File: config.mk
export PLATFORM = sky130hd
export DESIGN_NAME = disp_recip_half
export DESIGN_NICKNAME = d
export VERILOG_FILES = /design/src/rtl/disp_recip_half.sv
export SDC_FILE = /design/constraint.sdc
export NUM_CORES = 1
export LEC_CHECK = 0
export ABC_AREA = 1
export CORE_MARGIN = 3
export CORE_UTILIZATION = 25
export CTS_CLUSTER_SIZE = 12
export DETAILED_ROUTE_END_ITERATION = 8
export GPL_TIMING_DRIVEN = 1
export MAX_ROUTING_LAYER = met4
export PLACE_DENSITY = 0.47
export REMOVE_ABC_BUFFERS = 1
export SLEW_MARGIN = 20
export SYNTH_ARGS = -nofsm -noshare
export SYNTH_HDL_FRONTEND = slang
export SYNTH_SLANG_ARGS = --single-unit
File: constraint.sdc
create_clock -name aclk -period 7.3 [get_ports aclk]
set_clock_uncertainty 0.15 [all_clocks]
set_input_delay 0.73 -clock aclk [delete_from_list [all_inputs] [get_ports aclk]]
set_output_delay 0.73 -clock aclk [all_outputs]
set_load 0.005 [all_outputs]
File: src/rtl/disp_recip_half.sv
// disp_recip_half
// Converts an unsigned fixed-point disparity into depth = K / disparity and
// emits it as an IEEE-754 half-precision value. A restoring divider produces
// one quotient bit per enabled cycle. A single normalise-and-pack cycle then
// turns the quotient into sign/exponent/mantissa fields.
//
// The quotient Q carries QF fraction bits, so bit i of Q has weight 2^(i-QF).
// With QF = 14 the half exponent field for a leading one at bit p is
// (p - 14) + 15 = p + 1. Leading ones in Q[29:0] therefore map to exponents
// 1..30. That range needs no subnormal handling and cannot reach infinity.
// Any set bit at or above Q[30] means depth >= 2^16 and saturates to +inf.
module disp_recip_half #(
  parameter int          DISP_W    = 12,
  parameter int          DISP_FRAC = 4,
  parameter int          K_W       = 20,
  parameter int unsigned K         = 4800
) (
  input  logic              aclk,
  input  logic              rstn,
  input  logic              clken,
  input  logic              in_valid,
  output logic              in_ready,
  input  logic [DISP_W-1:0] disp_in,
  output logic              out_valid,
  output logic [15:0]       out_data
);

  // Quotient fraction bits and derived widths.
  localparam int QF = 14;
  localparam int DW = K_W + DISP_FRAC + QF;
  localparam int RW = DISP_W + 1;

  // Dividend K * 2^(DISP_FRAC+QF). The disparity scale cancels, and QF
  // fraction bits are left in the quotient.
  localparam logic [DW-1:0] DIVIDEND  = DW'(K) << (DISP_FRAC + QF);
  localparam logic [5:0]    LAST_ITER = 6'(DW - 1);

  localparam logic [15:0] HALF_INF  = 16'h7C00;
  localparam logic [15:0] HALF_ZERO = 16'h0000;

  typedef enum logic [1:0] {
    S_IDLE = 2'd0,
    S_DIV  = 2'd1,
    S_NORM = 2'd2,
    S_OUT  = 2'd3
  } state_t;

  state_t state_reg;
  state_t state_next;

  // Datapath registers. quo_reg starts as the dividend and shifts left once
  // per iteration. Each new quotient bit enters at the LSB, so after DW
  // iterations the register holds Q.
  logic [DISP_W-1:0] disp_reg;
  logic [RW-1:0]     rem_reg;
  logic [DW-1:0]     quo_reg;
  logic [5:0]        cnt_reg;
  logic [15:0]       out_data_reg;

  // Division step signals.
  logic [RW:0]   rem_shift;
  logic [RW:0]   rem_diff;
  logic          rem_ge;
  logic [RW-1:0] rem_next;
  logic [DW-1:0] quo_next;

  // Normalise signals.
  logic          q_ovf;
  logic [29:0]   q_low;
  logic [4:0]    lead_pos;
  logic [4:0]    half_exp;
  logic [9:0]    half_mant;
  logic [15:0]   half_packed;

  logic          disp_zero;
  logic          div_last;

  assign disp_zero = (disp_in == '0);
  assign div_last  = (cnt_reg == LAST_ITER);

  // State register: the asynchronous reset aborts any division in flight.
  always_ff @(posedge aclk or negedge rstn) begin
    if (!rstn) begin
      state_reg <= S_IDLE;
    end else begin
      state_reg <= state_next;
    end
  end

  // Next-state logic: a transition happens only on an enabled cycle.
  always_comb begin
    state_next = state_reg;
    if (clken) begin
      case (state_reg)
        S_IDLE: begin
          if (in_valid) begin
            state_next = disp_zero ? S_OUT : S_DIV;
          end
        end
        S_DIV: begin
          if (div_last) begin
            state_next = S_NORM;
          end
        end
        S_NORM:  state_next = S_OUT;
        S_OUT:   state_next = S_IDLE;
        default: state_next = S_IDLE;
      endcase
    end
  end

  // Output decode: ready while idle, valid during the single OUT state.
  always_comb begin
    in_ready  = 1'b0;
    out_valid = 1'b0;
    case (state_reg)
      S_IDLE:  in_ready  = 1'b1;
      S_OUT:   out_valid = 1'b1;
      default: begin
        in_ready  = 1'b0;
        out_valid = 1'b0;
      end
    endcase
  end

  assign out_data = out_data_reg;

  // One restoring-division step. Shift the next dividend bit into the
  // remainder. Subtract the divisor when that is possible, and record the
  // quotient bit.
  always_comb begin
    rem_shift = {rem_reg, quo_reg[DW-1]};
    rem_diff  = rem_shift - (RW + 1)'(disp_reg);
    rem_ge    = (rem_shift >= (RW + 1)'(disp_reg));
    rem_next  = rem_ge ? RW'(rem_diff) : RW'(rem_shift);
    quo_next  = {quo_reg[DW-2:0], rem_ge};
  end

  // Leading-one search over the in-range part of the quotient. The highest
  // set bit wins.
  always_comb begin
    q_ovf    = |quo_reg[DW-1:30];
    q_low    = quo_reg[29:0];
    lead_pos = 5'd0;
    for (int i = 0; i < 30; i++) begin
      if (q_low[i]) begin
        lead_pos = 5'(i);
      end
    end
  end

  // Pack the half float. The leading one is shifted up to bit 29, and the
  // ten bits under it become the mantissa. Short values are zero-filled on
  // the right. Lower bits are truncated, which rounds toward zero.
  always_comb begin
    half_exp    = lead_pos + 5'd1;
    half_mant   = 10'((q_low << (5'd29 - lead_pos)) >> 19);
    half_packed = {1'b0, half_exp, half_mant};
    if (q_ovf) begin
      half_packed = HALF_INF;
    end else if (q_low == '0) begin
      half_packed = HALF_ZERO;
    end
  end

  // Datapath registers. They load on accept, iterate in DIV and capture the
  // packed result in NORM. Every register holds while clken is low.
  always_ff @(posedge aclk or negedge rstn) begin
    if (!rstn) begin
      disp_reg     <= '0;
      rem_reg      <= '0;
      quo_reg      <= '0;
      cnt_reg      <= '0;
      out_data_reg <= '0;
    end else if (clken) begin
      case (state_reg)
        S_IDLE: begin
          if (in_valid) begin
            disp_reg <= disp_in;
            if (disp_zero) begin
              out_data_reg <= HALF_INF;
            end else begin
              quo_reg <= DIVIDEND;
              rem_reg <= '0;
              cnt_reg <= '0;
            end
          end
        end
        S_DIV: begin
          quo_reg <= quo_next;
          rem_reg <= rem_next;
          cnt_reg <= cnt_reg + 6'd1;
        end
        S_NORM: begin
          out_data_reg <= half_packed;
        end
        default: begin
          out_data_reg <= out_data_reg;
        end
      endcase
    end
  end

endmodule

* After elaboration in Yosys (flattened, before gate mapping)
Cells that the tools add are included.
Cells by class: reduce and logical (&&, ||, !) cells 10, muxes and demuxes 50, shifts and indexed selects 1, equal/unequal tests 8, magnitude comparators 1, add/subtract/negate cells 4
Operators with widths (number):
- $mux 5 | 28
- $mux 38 | 2
- $pmux 38 s2 | 1
- $mux 16 | 3
- $mux 13 | 3
- $pmux 16 s2 | 1
- $logic_not 30->1 | 1
- $shl 30x5->29 | 1
- $pmux 13 s2 | 1
- $mux 15 | 1
- $ge 14x12->1 | 1
- $sub 13x12->13 | 1
- $logic_not 12->1 | 1
- $mux 6 | 2
- $pmux 6 s2 | 1
- $ne 2x2->1 const B | 4
- $pmux 2 s4 | 1
- $reduce_and 4->1 | 2
- $reduce_or 8->1 | 1
- $add 6x1->6 const B | 1
- $eq 6x6->1 const B | 1
- $mux 2 | 3
- $reduce_and 3->1 | 2
- $add 5x1->5 const B | 1
- 6 further kinds | 10
Word-level totals: output and inout port bits 18, bits in registers 87

* Depth between registers and ports, before layout
Gate-level depths: netlist (run 1).
depth after elaboration 34, mapped depth 38, mapped depth without buffers 38

* Worst setup path before layout (run 1)
No wires, ideal clock.
path kind reg2reg, from reg quo_reg[2], to reg out_data_reg[2] (netlist: out_data[2]), path buffers 2, path slack 4.136 ns, stages on the path, launching flop included 26, arrival 2.948 ns, required time 7.084 ns, period minus slack after synthesis 3.164 ns, cells stage by stage dfrtp_1 inv_2 a211oi_1 o311ai_0 nand3_1 nand3_1 nand3_1 nand3_1 nand3_1 nand2_1 nand2_1 nand2_1 nand3_1 nand2_1 inv_2 buf_4 ha_1 or2_2 nand2_1 inv_1 buf_2 a21oi_1 nand2_1 a21oi_1 nand2_1 nand2_1
Between the ends: word-level cells in the longest chain between the ends 33
Ends and longest elaborated chain:
- from (decl) | line 56 | logic [DW-1:0] quo_reg;
- from (signal assigned) | line 190 | quo_reg <= quo_next;
- $mux 5 (28 in a row) | line 146 | if (q_low[i]) begin
- $sub 5x5->5 | line 157 | half_mant = 10'((q_low << (5'd29 - lead_pos)) >> 19);
- $shl 30x5->29 | line 157
- $mux 15 (*) | line 161 | end else if (q_low == '0) begin
- $mux 16 (*) | line 159 | if (q_ovf) begin
- $pmux 16 s2 (*) | line 176 | case (state_reg)
- to (signal assigned) | line 195 | out_data_reg <= half_packed;
- to (signal assigned) | line 198 | out_data_reg <= out_data_reg;
- to (decl) | line 58 | logic [15:0] out_data_reg;
Mark *: on every way between the ends. The rest lies on a longest branch, timed or not. A chain may end at the register's enable or synchronous reset.

* Final worst setup path (run 1)
from reg quo_reg[2], to reg out_data_reg[3] (netlist: out_data[3])
Same word-level chain as after synthesis.

==> results of run 1 <==
-- Yosys cell counts (all sizes together) (2+ instances only) --
cell type,instances
nand2,216
nand3,140
inv,104
dfrtp,86
o21ai,42
nor2,41
o22ai,41
a21oi,29
ha,21
clkbuf,18
buf,17
xor2,11
nor3,9
nand4,8
nor4,8
a32o,4
o21bai,3
a211oi,2
a21boi,2
nor3b,2
or2,2
xnor2,2
-- per-layer routing --
layer	wire, um	part of all wire (%)	GRT usage, %	vias up
li1	-	-	-	2749
met1	8000	49	18.9	2587
met2	7530	46	22.1	93
met3	517	3.2	2.00	25
met4	354	2.2	5.17	0
met5	0	0	-	-
-- worst paths after layout --
check	startpoint	slack [ps]	to
setup / recovery	quo_reg[2]	1740	out_data[3]
min in group aclk	out_data[1]	330	out_data[1]
setup reg to reg	quo_reg[2]	1740	out_data[3]
max in group asynchronous	rstn	6000	quo_reg[24]
hold reg to reg	out_data[1]	330	out_data[1]
hold / removal	rstn	80	out_data[8]
-- kinds of logic (layout without fill, tap and decap cells) --
logic type | after synthesis | after routing | synth area share [%]
simple gates | 426 | 426 | 32.5
buf+inv | 139 | 158 | 9.90
compound gates | 129 | 129 | 13.2
flops | 86 | 86 | 37.3
fa+ha+maj | 22 | 22 | 4.91
xor+xnor | 13 | 13 | 1.98
other cells | 1 | 1 | 0.0651
mux | 1 | 1 | 0.195
-- worst register-to-register path: stages, from the launching register on --
cell and delay [ps]:
dfrtp_1 390, inv_2 100, a211oi_1 80, o311ai_0 270, nand3_1 140, nand3_1 100, nand3_1 70, nand3_1 80
nand3_1 70, nand2_1 70, nand2_1 40, nand2_1 60, nand3_1 60, nand2_1 790, inv_2 520, ha_1 920
inv_1 530, nor2_1 530, nand3_1 130, nand2_1 90, inv_1 40, o21ai_1 60, nand2_1 60, nand2_1 80
nand2_1 50
-- layout by cell type, fill, tap and decap left out, types with 2 or more instances in the layout --
master / instances
clkinv_2: 2
o21ai_0: 39
o21bai_1: 3
xnor2_1: 2
a21oi_1: 28
nand3_1: 136
o21ai_1: 2
o22ai_1: 41
xor2_1: 11
nor3b_1: 2
nand2_2: 2
clkbuf_16: 9
buf_4: 6
a21boi_0: 2
dfrtp_1: 86
nor3_1: 8
inv_2: 3
ha_1: 21
nand2_1: 213
clkdlybuf4s50_1: 31
nor4_1: 8
a211oi_1: 2
nand3_2: 4
inv_1: 101
nand4_1: 8
a32o_1: 4
nor2_1: 41
or2_2: 2
-- layout make-up --
class | count | share of cell area, %
sequential | 86 | 32.5
clock buffer | 10 | 3.61
multi-input combinational | 592 | 46.1
clock inverter | 6 | 1.04
inverter | 104 | 5.90
timing repair buffer | 38 | 5.54
tap | 280 | 5.30
-- through the flow --
stage | area, um^2 | setup slack (ps) | util (%) | hold WS [ps]
5_1_grt | 6610 | 1100 | 29.8 | 69.6
6_report | 6610 | 1740 | 29.8 | 75.4
4_1_cts | 6610 | 1790 | 29.7 | 63.2
3_3_place_gp | 6300 | 1860 | 28.4 | 319
3_5_place_dp | 6300 | 1790 | 28.4 | 319
2_1_floorplan | 5580 | 3040 | - | 284
==> flow_metrics.tcl, run 1 <==
set metrics [dict create \
    status "complete, no violations" \
    die_h_um 158 \
    regArea_um2 2150 \
    synth-edff-count 0 \
    synth_top_area_share_pct 37.3 \
    dr.pass1.iters 5 \
    cts_resized 0 \
    syn_area_per_cell_um2 7.06 \
    drv_slew 0 \
    cp_num_cells 24 \
    cp_max_fo 31 \
    synthCells 817 \
    postSynth.asyncResetShare_pct 100 \
    worst_slew_pin_slew_ps 1080 \
    fmax_ghz 0.180 \
    totalWireLength_um 16400 \
    setup_violations 0 \
    wire_per_inst_um 14.7 \
    grt_pass1_vias 5414 \
    drtIter0Drc 507 \
    cts_max_level 3 \
    yosysWarnings 0 \
    io_buffers 32 \
    rsz0062_at_grt "no" \
    cp_cell_sequence "inv_2, a211oi_1, o311ai_0, nand3_1, nand3_1, nand3_1, nand3_1, nand3_1, nand2_1, nand2_1, nand2_1, nand3_1, nand2_1, inv_2, ha_1, inv_1, nor2_1, nand3_1, nand2_1, inv_1, o21ai_1, nand2_1, nand2_1, nand2_1" \
    cts_buffers 9 \
    place_inst 1100 \
    maxSlewHeadroom_pct 28.1 \
    layoutNonFillerInstCount 1116 \
    synth_seq_cells 86 \
    critical_path_buf_inv_count 4 \
    nFillCells 2422 \
    grt_pass1_wl_um 27700 \
    cap_viol_max_count 0 \
    drc 0 \
    synth-main-ff-cell "dfrtp_1" \
    hold_viol 0 \
    ff2ff_path_depth 24 \
    synth_area_um2 5760 \
    yosysUniqueCellTypes 41 \
    grtUsageTotal_pct 14.2 \
    rows 54 \
    io_pins 34 \
    clockBufferDepth 2 \
    avgViaCountPerCell 4.89 \
    grt_antenna_before_repair 0 \
    critical_path_class "flip-flop to flip-flop" \
    die_w_um 158 \
    final_layout_size_suffix_gt1_share_pct 4.67 \
    crit_arrival_ps 5650 \
    largest_register_ffs 38 \
    critPathSlowestCell "ha_1" \
    startpoint_type "flip-flop" \
    hold_buffers 0 \
    timing.critical_path.required_ps 7380 \
    clk-insertion-delay-late_ps 340 \
    root_buffer "clkbuf_16" \
    crit_top_cell "nand2_1" \
    gr-total-overflow 0 \
    syn_to_final_growth_pct 14.7 \
    gp_congestion 0.872 \
    cpPeakStageDelay_ps 910 \
    path_delay_family "simple AND/OR/NAND/NOR gates" \
    clkTransAtPathRegs_ps 70 \
    grt_max_degree 76 \
    ys_seq_area_share_pct 37.3 \
    fin_crit_ps 5560 \
    cts_num_sinks 86 \
    setup_tns_ps 0 \
    cts_tree "done" \
    worstHoldPathType "input port to asynchronous set/reset pin" \
    post_cts_buffers 0 \
    vias 5454 \
    ant_nets 0 \
    multi_input_comb_area_um2 3050 \
    diodes 0 \
    core-area_um2 22200 \
    synth_area_leaders "dfrtp_1 37%, nand2_1 14%, nand3_1 12%" \
    initial_core_util_pct 25.9 \
    nets 869 \
    finalCritPeriodShare_pct 76.2 \
    yosysTopAreaCell "dfrtp_1" \
    die-area_um2 24900 \
    dpl.hpwl_um 12000 \
    crit_path_end_kind "flip-flop" \
]
Power of run 1 is not shown: default switching activity piles up to over one toggle a cycle in this logic, so the estimate is an artifact.
==> run 2: changes to the inputs <==
- clock period: 7.3 -> 5.6 ns (I/O delays scaled with it)
==> flow_metrics.tcl, run 2 (synthesized netlist as in run 1, its figures left out) <==
set metrics [dict create \
    fmax_ghz 0.251 \
    cts_resized 0 \
    cap_viol_max_count 0 \
    cts_buffers 9 \
    finalCritPeriodShare_pct 71.0 \
    worst_slew_pin_slew_ps 829 \
    gp_congestion 0.954 \
    grt_pass1_vias 5329 \
    clk-insertion-delay-late_ps 350 \
    layout_commonest_cell "nand2_1" \
    grt_pass1_wl_um 27400 \
    final_cell_mix "213 x nand2_1, 136 x nand3_1, 101 x inv_1" \
    setup_tns_ps 0 \
    dr.pass1.iters 5 \
    largest_register_ffs 38 \
    avgViaCountPerCell 4.83 \
    grt_max_degree 63 \
    grt_antenna_before_repair 0 \
    hold_buffers 1 \
    timing.critical_path.required_ps 5690 \
    ant_nets 0 \
    die_w_um 158 \
    io_buffers 32 \
    worstHoldPathType "flip-flop to flip-flop" \
    cts_max_level 3 \
    drc 0 \
    startpoint_type "flip-flop" \
    totalWireLength_um 16200 \
    ff2ff_path_depth 26 \
    vias 5410 \
    cts_tree "done" \
    maxSlewHeadroom_pct 44.2 \
    core-area_um2 22200 \
    drv_slew 0 \
    grtUsageTotal_pct 14.0 \
    hold_path_startpoint "out_data[2]" \
    diodes 0 \
    die-area_um2 24900 \
    hold_depth 2 \
    io_pins 34 \
    r2r_setup_slack_ps 1620 \
    die_h_um 158 \
    rr_startpoint "quo_reg[2]" \
    worstReg2RegEnd "out_data[3]" \
    root_buffer "clkbuf_16" \
    wire_per_inst_um 14.5 \
    nets 874 \
    fin_crit_ps 3980 \
    clkTransAtPathRegs_ps 70 \
    crit_arrival_ps 4070 \
    rows 54 \
    drtIter0Drc 451 \
    critical_path_class "flip-flop to flip-flop" \
    hold_viol 0 \
    min_to "out_data[2]" \
    syn_to_final_growth_pct 15.8 \
    post_cts_buffers 0 \
    final_layout_size_suffix_gt1_share_pct 5.11 \
    crit_path_end_kind "flip-flop" \
    dpl.hpwl_um 11900 \
    status "complete, no violations" \
    setup_violations 0 \
    cp_max_fo 30 \
    clockBufferDepth 2 \
    cts_num_sinks 86 \
    rsz0062_at_grt "no" \
    initial_core_util_pct 25.9 \
    gr-total-overflow 0 \
]
==> run 2: cell types whose count changed in the layout (fill, tap and decap cells not counted) <==
cell / before / now
inv_6: 1 / 2
clkinvlp_4: 0 / 1
buf_4: 6 / 11
bufinv_16: 1 / 2
clkinv_2: 2 / 0
buf_6: 1 / 0
dlygate4sd3_1: 0 / 1
clkbuf_8: 1 / 0
==> run 2: cell type report <==
| class | count | area (um^2) |
|---|---|---|
| multi-input cells | 592 | 3050 |
| well taps | 280 | 350 |
| fillers | 2416 | 15600 |
| repair buffers | 43 | 403 |
| flip-flops and latches | 86 | 2150 |
| clock inverters | 7 | 105 |
| inverters | 104 | 390 |
| clock buffers | 9 | 225 |
==> run 2: worst max path at each step <==
stage	from	endpoint	slack, ps	cells past startpoint
final	quo_reg[2]	out_data[3]	1620	26
after detailed placement	disp_in[9]	out_data[4]	1490	13
after global routing	quo_reg[3]	out_data[7]	1260	26
after global placement	disp_in[9]	out_data[3]	1550	13
after CTS	quo_reg[2]	out_data[3]	1690	26
after floorplan	quo_reg[2]	out_data[3]	1340	24
==> run 2: layer usage <==
metal  up-vias  global-route usage (%)  routed length (um)
li1       2767                       -                   -
met1      2528                    19.4                8140
met2        96                    21.2                7290
met3        19                    2.35                 513
met4         0                    3.84                 269
met5         -                       -                   0
==> run 2: worst max-delay path: stages (launching register included) <==
cell and delay, ps:
dfrtp_1 400, inv_2 100, a211oi_1 80, o311ai_0 370, nand3_1 130, nand3_1 100
nand3_1 70, nand3_1 80, nand3_1 70, nand2_1 70, nand2_1 50, nand2_1 60
nand3_1 60, nand2_1 90, inv_2 220, ha_1 360, buf_4 240, inv_1 60
buf_4 210, nor2_1 380, nand3_1 130, nand2_1 100, inv_1 40, o21ai_1 60
nand2_1 60, nand2_1 70, nand2_1 40
==> run 2: metrics by stage <==
step | hold WS, ps | area [um^2] | setup slack, ps | util (%) | std cells
finish | 331 | 6670 | 1620 | 30.0 | 1121
global route | 364 | 6670 | 1260 | 30.0 | 1121
CTS | 334 | 6670 | 1690 | 30.0 | 1121
detailed placement | 316 | 6330 | 1490 | 28.5 | 1104
global placement | 320 | 6330 | 1550 | 28.5 | 1104
floorplan | 114 | 5580 | 1340 | - | 782
Power of run 2 is left out for the same reason.
==> run 3: changes to the inputs <==
- PLACE_DENSITY: 0.47 -> 0.48
- clock period: 5.6 -> 3.4 ns (I/O delays scaled with it)
==> flow_metrics.tcl, run 3 (synthesized netlist as in run 1, its figures left out) <==
set metrics [dict create \
    status "complete, no violations" \
    gp_congestion 0.840 \
    ant_nets 0 \
    grtUsageTotal_pct 14.3 \
    cts_max_level 3 \
    vias 5534 \
    drc 0 \
    largest_register_ffs 38 \
    rsz0062_at_grt "yes" \
    multi_input_comb_area_um2 3360 \
    finalCritPeriodShare_pct 97.9 \
    crit_top_cell "nand3_1" \
    crit_path_end_kind "flip-flop" \
    rows 54 \
    final_layout_size_suffix_gt1_share_pct 15.8 \
    critPathSlowestCell "dfrtp_1" \
    avgViaCountPerCell 4.78 \
    worstHoldPathType "flip-flop to flip-flop" \
    cp_max_fo 8 \
    critical_path_buf_inv_count 5 \
    die_w_um 158 \
    clkTransAtPathRegs_ps 70 \
    cts_tree "done" \
    wire_per_inst_um 14.6 \
    clk-insertion-delay-late_ps 350 \
    fmax_ghz 0.300 \
    setup_violations 0 \
    io_buffers 32 \
    core-area_um2 22200 \
    grt_pass1_vias 5439 \
    cap_viol_max_count 0 \
    worst_slew_pin_slew_ps 822 \
    root_buffer "clkbuf_16" \
    startpoint_type "flip-flop" \
    diodes 0 \
    cts_buffers 9 \
    critical_path_class "flip-flop to flip-flop" \
    syn_to_final_growth_pct 27.0 \
    die_h_um 158 \
    gr-total-overflow 0 \
    maxSlewHeadroom_pct 45.2 \
    nFillCells 2368 \
    cpPeakStageDelay_ps 390 \
    die-area_um2 24900 \
    regArea_um2 2150 \
    final_cell_mix "194 x nand2_1, 103 x nand3_1, 100 x inv_1" \
    layout_commonest_cell "nand2_1" \
    drv_slew 0 \
    clockBufferDepth 2 \
    path_delay_family "simple AND/OR/NAND/NOR gates" \
    grt_pass1_wl_um 27800 \
    crit_arrival_ps 3470 \
    dr.pass1.iters 6 \
    fin_crit_ps 3330 \
    grt_max_degree 63 \
    totalWireLength_um 16900 \
    setup_tns_ps 0 \
    grt_antenna_before_repair 0 \
    hold_viol 0 \
    cts_num_sinks 86 \
    nets 911 \
    dpl.hpwl_um 12000 \
    timing.critical_path.required_ps 3540 \
    io_pins 34 \
    initial_core_util_pct 25.9 \
    drtIter0Drc 367 \
]
-- run 3: changes by cell type in the layout (fill, tap and decap cells not counted), moves of 4 or more --
cell	delta
nand3_2	+33
buf_12	+4
nand2_1	-19
buf_6	+4
nand2_2	+17
nand3_1	-33
buf_4	+25
-- run 3: final timing paths --
| kind | startpoint | end | slack (ps) | cells after the start |
|---|---|---|---|---|
| worst max-delay path | quo_reg[2] | out_data[5] | 70 | 25 |
| worst min-delay path | out_data[1] | out_data[1] | 330 | 2 |
| worst max register to register | quo_reg[2] | out_data[5] | 70 | 25 |
| worst min register to register | out_data[1] | out_data[1] | 330 | 2 |
| max in group asynchronous | rstn | cnt_reg[3] | 1870 | 3 |
| min in group asynchronous | rstn | out_data[0] | 460 | 2 |
-- run 3: timing repair --
action | CTS | global route
hold buffers | 1 | 0
hold endpoints to repair | 60 | 0
endpoints found under the setup margin | 0 | 15
buffers inserted | 0 | 7
resized for setup | 0 | 76
-- run 3: layout make-up --
cell class,instances,area share [%]
Clock buffer,10,3.13
Timing Repair Buffer,78,10.5
Sequential cell,86,29.4
Multi-Input combinational cell,594,45.9
Inverter,104,5.38
Tap cell,280,4.79
Clock inverter,6,0.974
-- run 3: per-layer routing --
| metal | up-vias | global-route usage, % | part of all wire (%) |
|---|---|---|---|
| met3 | 18 | 1.97 | 2.5 |
| met1 | 2587 | 19.5 | 51 |
| met5 | - | - | 0 |
| met2 | 81 | 22.1 | 45 |
| li1 | 2848 | - | - |
| met4 | 0 | 4.21 | 1.7 |
-- run 3: stage by stage --
step                setup WS [ps]  util (%)  cell area, um^2  hold WS (ps)  cells
finish                       71.3      32.9             7320           331   1158
global route                 -236      32.9             7320           362   1158
CTS                          21.3      30.8             6860           333   1146
detailed placement           45.2      29.4             6550           315   1129
global placement             8.76      29.4             6550           318   1129
floorplan                    -865         -             5580          -106    782
-- run 3: worst min-delay path, cell delays in order, from the launching register on --
cell	delay, ps
dfrtp_1	340
nand2_1	60
nand2_1	50
Power of run 3 is left out for the same reason.
